===== config.mk =====
export PLATFORM = sky130hd
export DESIGN_NAME = ysyx_22041211_wbu
export DESIGN_NICKNAME = d
export VERILOG_FILES = /design/src/rtl/ysyx_22041211_wbu.sv
export SDC_FILE = /design/constraint.sdc
export NUM_CORES = 1
export LEC_CHECK = 0
export ABC_AREA = 1
export BUFFER_PORTS_ARGS = -buffer_cell sky130_fd_sc_hd__buf_2
export CORE_MARGIN = 4
export CORE_UTILIZATION = 45
export DETAILED_ROUTE_END_ITERATION = 7
export GPL_ROUTABILITY_DRIVEN = 0
export PLACE_DENSITY = 0.8
export SYNTH_ARGS = -nofsm -noshare
export SYNTH_HDL_FRONTEND = slang
export SYNTH_SLANG_ARGS = --single-unit

===== constraint.sdc =====
create_clock -name clk -period 1.36 [get_ports clk]
set_input_delay 0.272 -clock clk [delete_from_list [all_inputs] [get_ports clk]]
set_output_delay 0.272 -clock clk [all_outputs]
set_load 0.005 [all_outputs]

===== src/rtl/ysyx_22041211_wbu.sv =====
// Write-back stage: captures one retiring result, pulses the GPR/CSR write ports for one
// cycle, then holds wb_valid_o until fetch accepts it and counts the retirement.
module ysyx_22041211_wbu #(
   parameter int DATA_LEN = 32,
   parameter int CNT_LEN  = 64
) (
   input  logic                clk,
   input  logic                rst,
   input  logic                lsu_valid_i,
   output logic                wb_ready_o,
   input  logic                wd_i,
   input  logic [4:0]          wreg_i,
   input  logic [DATA_LEN-1:0] wdata_i,
   input  logic                csr_wen_i,
   input  logic [11:0]         csr_addr_i,
   input  logic [DATA_LEN-1:0] csr_wdata_i,
   input  logic                ifu_ready_i,
   output logic                reg_wen_o,
   output logic [4:0]          reg_waddr_o,
   output logic [DATA_LEN-1:0] reg_wdata_o,
   output logic                csr_wen_o,
   output logic [11:0]         csr_waddr_o,
   output logic [DATA_LEN-1:0] csr_wdata_o,
   output logic                wb_valid_o,
   output logic [CNT_LEN-1:0]  retire_cnt_o
);

   typedef enum logic [1:0] {
      WB_IDLE  = 2'b00,
      WB_WRITE = 2'b01,
      WB_DONE  = 2'b10
   } wb_state_e;

   wb_state_e           state_q, state_d;
   logic                wd_q;
   logic [4:0]          wreg_q;
   logic [DATA_LEN-1:0] wdata_q;
   logic                csr_wen_q;
   logic [11:0]         csr_addr_q;
   logic [DATA_LEN-1:0] csr_wdata_q;
   logic [CNT_LEN-1:0]  cnt_q;

   always_ff @(posedge clk) begin
      if (rst) state_q <= WB_IDLE;
      else     state_q <= state_d;
   end

   always_comb begin
      state_d = WB_IDLE;
      case (state_q)
         WB_IDLE:  state_d = lsu_valid_i ? WB_WRITE : WB_IDLE;
         WB_WRITE: state_d = WB_DONE;
         WB_DONE:  state_d = ifu_ready_i ? WB_IDLE : WB_DONE;
         default:  state_d = WB_IDLE;
      endcase
   end

   // Holding registers only load in IDLE, so upstream changes while busy are ignored.
   always_ff @(posedge clk) begin
      if (rst) begin
         wd_q        <= 1'b0;
         wreg_q      <= '0;
         wdata_q     <= '0;
         csr_wen_q   <= 1'b0;
         csr_addr_q  <= '0;
         csr_wdata_q <= '0;
      end else if (state_q == WB_IDLE && lsu_valid_i) begin
         wd_q        <= wd_i;
         wreg_q      <= wreg_i;
         wdata_q     <= wdata_i;
         csr_wen_q   <= csr_wen_i;
         csr_addr_q  <= csr_addr_i;
         csr_wdata_q <= csr_wdata_i;
      end
   end

   always_ff @(posedge clk) begin
      if (rst)                                   cnt_q <= '0;
      else if (state_q == WB_DONE && ifu_ready_i) cnt_q <= cnt_q + CNT_LEN'(1);
   end

   always_comb begin
      wb_ready_o = 1'b0;
      wb_valid_o = 1'b0;
      reg_wen_o  = 1'b0;
      csr_wen_o  = 1'b0;
      case (state_q)
         WB_IDLE:  wb_ready_o = 1'b1;
         WB_WRITE: begin
            reg_wen_o = wd_q & (wreg_q != 5'd0);
            csr_wen_o = csr_wen_q;
         end
         WB_DONE:  wb_valid_o = 1'b1;
         default:  wb_ready_o = 1'b0;
      endcase
   end

   assign reg_waddr_o  = wreg_q;
   assign reg_wdata_o  = wdata_q;
   assign csr_waddr_o  = csr_addr_q;
   assign csr_wdata_o  = csr_wdata_q;
   assign retire_cnt_o = cnt_q;

endmodule

## Yosys cells after proc, flatten, opt, wreduce, memory -nomap -nowiden

Index checks and enable logic that the tools add are counted.

- Register bits: 149
- Logic and storage cells: 23

- Add/subtract/negate cells: 1
- Equal/unequal tests: 2
- Muxes and demuxes: 7
- Bitwise gates (word level): 1
- Reductions and logical operators: 4

Operator list:

| kind | number |
|---|---|
| adder 64 x 1 -> 64 bit, second input constant | 1 |
| case mux 2 bit (3 select lines) | 1 |
| two-way mux 1 bit | 5 |
| nonzero test 5 bit | 1 |
| == test 2 x 1 -> 1 bit, second input constant | 1 |
| == test 2 bit, second input constant | 1 |
| logical AND 1 bit | 2 |
| zero test 2 bit | 1 |
| two-way mux 2 bit | 1 |
| AND 1 bit | 1 |

## Logic depth before layout (Yosys ltp)

- Word-level depth: 3
- Gate-level depth with buffers: 11
- Gate-level depth less buffers: 11

## Worst setup path before layout

OpenSTA, ideal clock, no wires.

- Path kind: flip-flop to flip-flop
- Start: register cnt_q[1], in the netlist retire_cnt_o[1]
- End: register cnt_q[18], in the netlist retire_cnt_o[18]
- Data arrival time: 1.408 ns
- Path slack: -0.176 ns
- Cell stages (with the launch flop): 10
- Period minus slack after synthesis: 1.536 ns
- Path through: dfxtp_1 > ha_1 > nand3_2 > nor2_8 > nand2_4 > nor2_8 > inv_2 > nor2_4 > xnor2_1 > nor2_1

- Longest elaborated chain between the ends: 1

Ends and longest elaborated chain:

| item | line | source |
|---|---|---|
| start: declaration | 41 | `logic [CNT_LEN-1:0] cnt_q;` |
| start signal: assignment | 79 | `else if (state_q == WB_DONE && ifu_ready_i) cnt_q <= cnt_q + CNT_LEN'(1);` |
| adder 64 x 1 -> 64 bit | 79 |  |

Every way passes these cells.
A chain may end at the register's enable or synchronous reset.

## Worst setup path after layout

- Start: register cnt_q[59], in the netlist retire_cnt_o[59]
- End: register cnt_q[63], in the netlist retire_cnt_o[63]

The elaborated chain is that of the path after synthesis.

==> flow_summary.toml <==
[floorplan]
fp.dieW_um = 131
row_count = 44
die_area_um2 = 17100
pin_count = 236
core-area_um2 = 14600
die_h_um = 131
initial_core_util_pct = 46.4

[routing]
viasPerCell = 6.02
drtPass1Iterations = 8
vias = 9794
ant_nets = 0
route.detailed.drc = 143
routed_wirelength_um = 39000
wl_per_cell_um = 24.0
drt_iter0_drc = 1365

[place]
dpl.hpwl_um = 17000
dpl_cell_area_um2 = 9200
dp_slack_ps = -270
dp.cells = 1508
portBuffers = 235

[timing]
min_period_ps = 1980
tightest_slew_ps = 653
hold_viol_final = 0
drv_slew = 0
slew_headroom_pct = 56.1
fin_skew_ps = 16.9
finalSetupViolCount = 79
final.setup.worst_slack_ps = -621
rsz0062_at_grt = "yes"
whs_ps = 57.8
post-route-period-util_pct = 146
fmax_mhz = 505

[cells_and_area]
nFillCells = 814
drive_above_1_share_pct = 55.0
final_common_cell = "nor2_1"
multiInputGateArea_um2 = 4580
utilization_pct = 83.2
area_growth_pct = 79.4
final_nets = 1517
fin_cells = 1628
seq_area_um2 = 3130
layout_common_cells = "nor2_1 (242), buf_2 (225), buf_4 (141)"
fin_area_um2 = 12200

[synthesis]
async_flop_share_pct = 0
yosys_warnings = 0
synth-seq-cells = 149
synthFlopType = "dfxtp_1"
netlist_area_um2 = 6790
ys_types = 38
synth_edf_count = 0
postSynthNetCount = 1074
synthCells = 986
syn_area_per_cell_um2 = 6.89
seq_area_frac_synth_pct = 43.9

[setup_path]
crit_buf_inv = 1
slowest_stage = "dfxtp_1"
cp_common_cell = "nand2_1"
worstSetupStartpointType = "flop"
crit_fanout = 4
path_class = "reg -> reg"
end_kind = "flop"
required_ps = 1700
crit_family = "simple AND/OR/NAND/NOR gates"
crit_path_cell_trace = "nand2_1, inv_1, nand3_1, nor3_4, nand3_2, nand2_1, nor2_1"
cpPeakStageDelay_ps = 430
arrival_ps = 2320

[power_and_ir_drop]
p_per_area_nw_per_um2 = 895
p_leak_nw = 5.70
ir_worst_vdd_uv = 1220

[global_route]
grt_pass1_vias = 8738
antenna_found_initial = 5
grt_use_total_pct = 33.9
gr-total-overflow = 0
grt_pass1_wl_um = 44800
grt_max_degree = 84

[clocking]
cts_root_buf = "clkbuf_16"
clockBufferDepth = 2
cts_tree = "yes"
cts_sinks = 149
clock_latency_ps = 460
numCtsBuffers = 17
cts_max_level = 4
clk_pin_slew_worst_paths_ps = 70

[status]
status = "complete, but fails checks"
violations = "DRC, setup timing"

[min_path]
hold_class = "in -> reg"

[run]
maxCapViolCount = 0
## state kept, by name, indices dropped and copies added (netlist names)
register      flops
retire_cnt_o     64
state_q           2
reg_wdata_o      32
wd_q              1
csr_wen_q         1
csr_waddr_o      12
reg_waddr_o       5
csr_wdata_o      32
## worst reg2reg max path: stages, from the launching register on
cell,delay (ps)
dfxtp_1,430
nand2_1,340
inv_1,240
nand3_1,250
nor3_4,370
nand3_2,110
nand2_1,90
nor2_1,40
## layer usage
| metal | vias up | track usage [%] | routed length [um] |
|---|---|---|---|
| met1 | 4454 | 35.2 | 12200 |
| li1 | 4048 | - | - |
| met2 | 907 | 57.5 | 17600 |
| met4 | 6 | 22.5 | 3590 |
| met3 | 379 | 12.2 | 5550 |
| met5 | - | 0 | 87 |
## cells by family after synthesis
| logic type | count (synthesis) | share of synthesized area (%) |
|---|---|---|
| AOI/OAI and AO/OA | 142 | 10.6 |
| DFF | 149 | 43.9 |
| buffers and inverters | 105 | 6.13 |
| adders and majority gates | 1 | 0.184 |
| xor gates and xnor gates | 8 | 1.03 |
| and+or+nand+nor | 581 | 38.1 |
## per-stage QoR
stage | power [mW] | TNS (ps)
global route | 11.2 | -24610
detailed placement | 5.83 | -7530
finish | 10.9 | -21880
CTS | 10.7 | -7090
floorplan | 5.29 | -17.3
global placement | 5.80 | -5930
## synth_stat cells (2+ instances only)
library cell	instances	area (um2)
a21oi_1	36	180
a31oi_1	2	12.5
and2_1	3	18.8
and3_1	2	12.5
buf_1	5	18.8
buf_2	8	40.0
clkbuf_1	19	71.3
dfxtp_1	149	2980
inv_1	65	244
inv_2	5	18.8
nand2_1	160	601
nand2_2	8	50.1
nand2_4	4	45.0
nand3_1	42	210
nand3_2	2	20.0
nand4_1	17	106
nor2_1	299	1120
nor2_2	10	62.6
nor2_4	13	146
nor2_8	3	60.1
nor3_1	8	40.0
nor3_2	3	30.0
nor4_1	2	12.5
o21a_1	2	15.0
o21ai_0	90	450
o21ai_1	11	55.1
xnor2_1	3	26.3
xor2_1	5	43.8
## final timing paths
kind              slack (ps)                       endpoint                     startpoint  cells past startpoint
setup reg to reg        -620  retire_cnt_o[63]$_SDFFE_PP0P_  retire_cnt_o[59]$_SDFFE_PP0P_                      7
hold reg to reg          480   csr_wdata_o[27]$_SDFFE_PP0P_   csr_wdata_o[27]$_SDFFE_PP0P_                      2
hold / removal            60   csr_wdata_o[25]$_SDFFE_PP0P_                csr_wdata_i[25]                      3
setup / recovery        -620  retire_cnt_o[63]$_SDFFE_PP0P_  retire_cnt_o[59]$_SDFFE_PP0P_                      7
## final cells by class
type                    count  area share (%)
multi-input cells         733            37.6
flip-flops and latches    149            25.7
clock buffers              18            3.60
diodes                      3          0.0616
inverters                  71            2.41
clock inverters            13            1.31
well taps                 184            1.89
repair buffers            457            27.4
## power by group
part / switching, mW / leakage, nW / internal (mW)
combinational: 0.648 / 4.15 / 0.544
clock: 2.25 / 0.293 / 2.81
sequential: 0.122 / 1.26 / 4.53
total: 3.02 / 5.70 / 7.89
## what timing repair did
item	4_1_cts	5_1_grt
cloned	2	1
hold buffers	0	0
pin swaps	72	108
setup endpoints to repair	64	130
gates resized for setup	245	250
hold endpoints to repair	0	0
buffers inserted	47	52
Power figures use the tool's default switching activity.
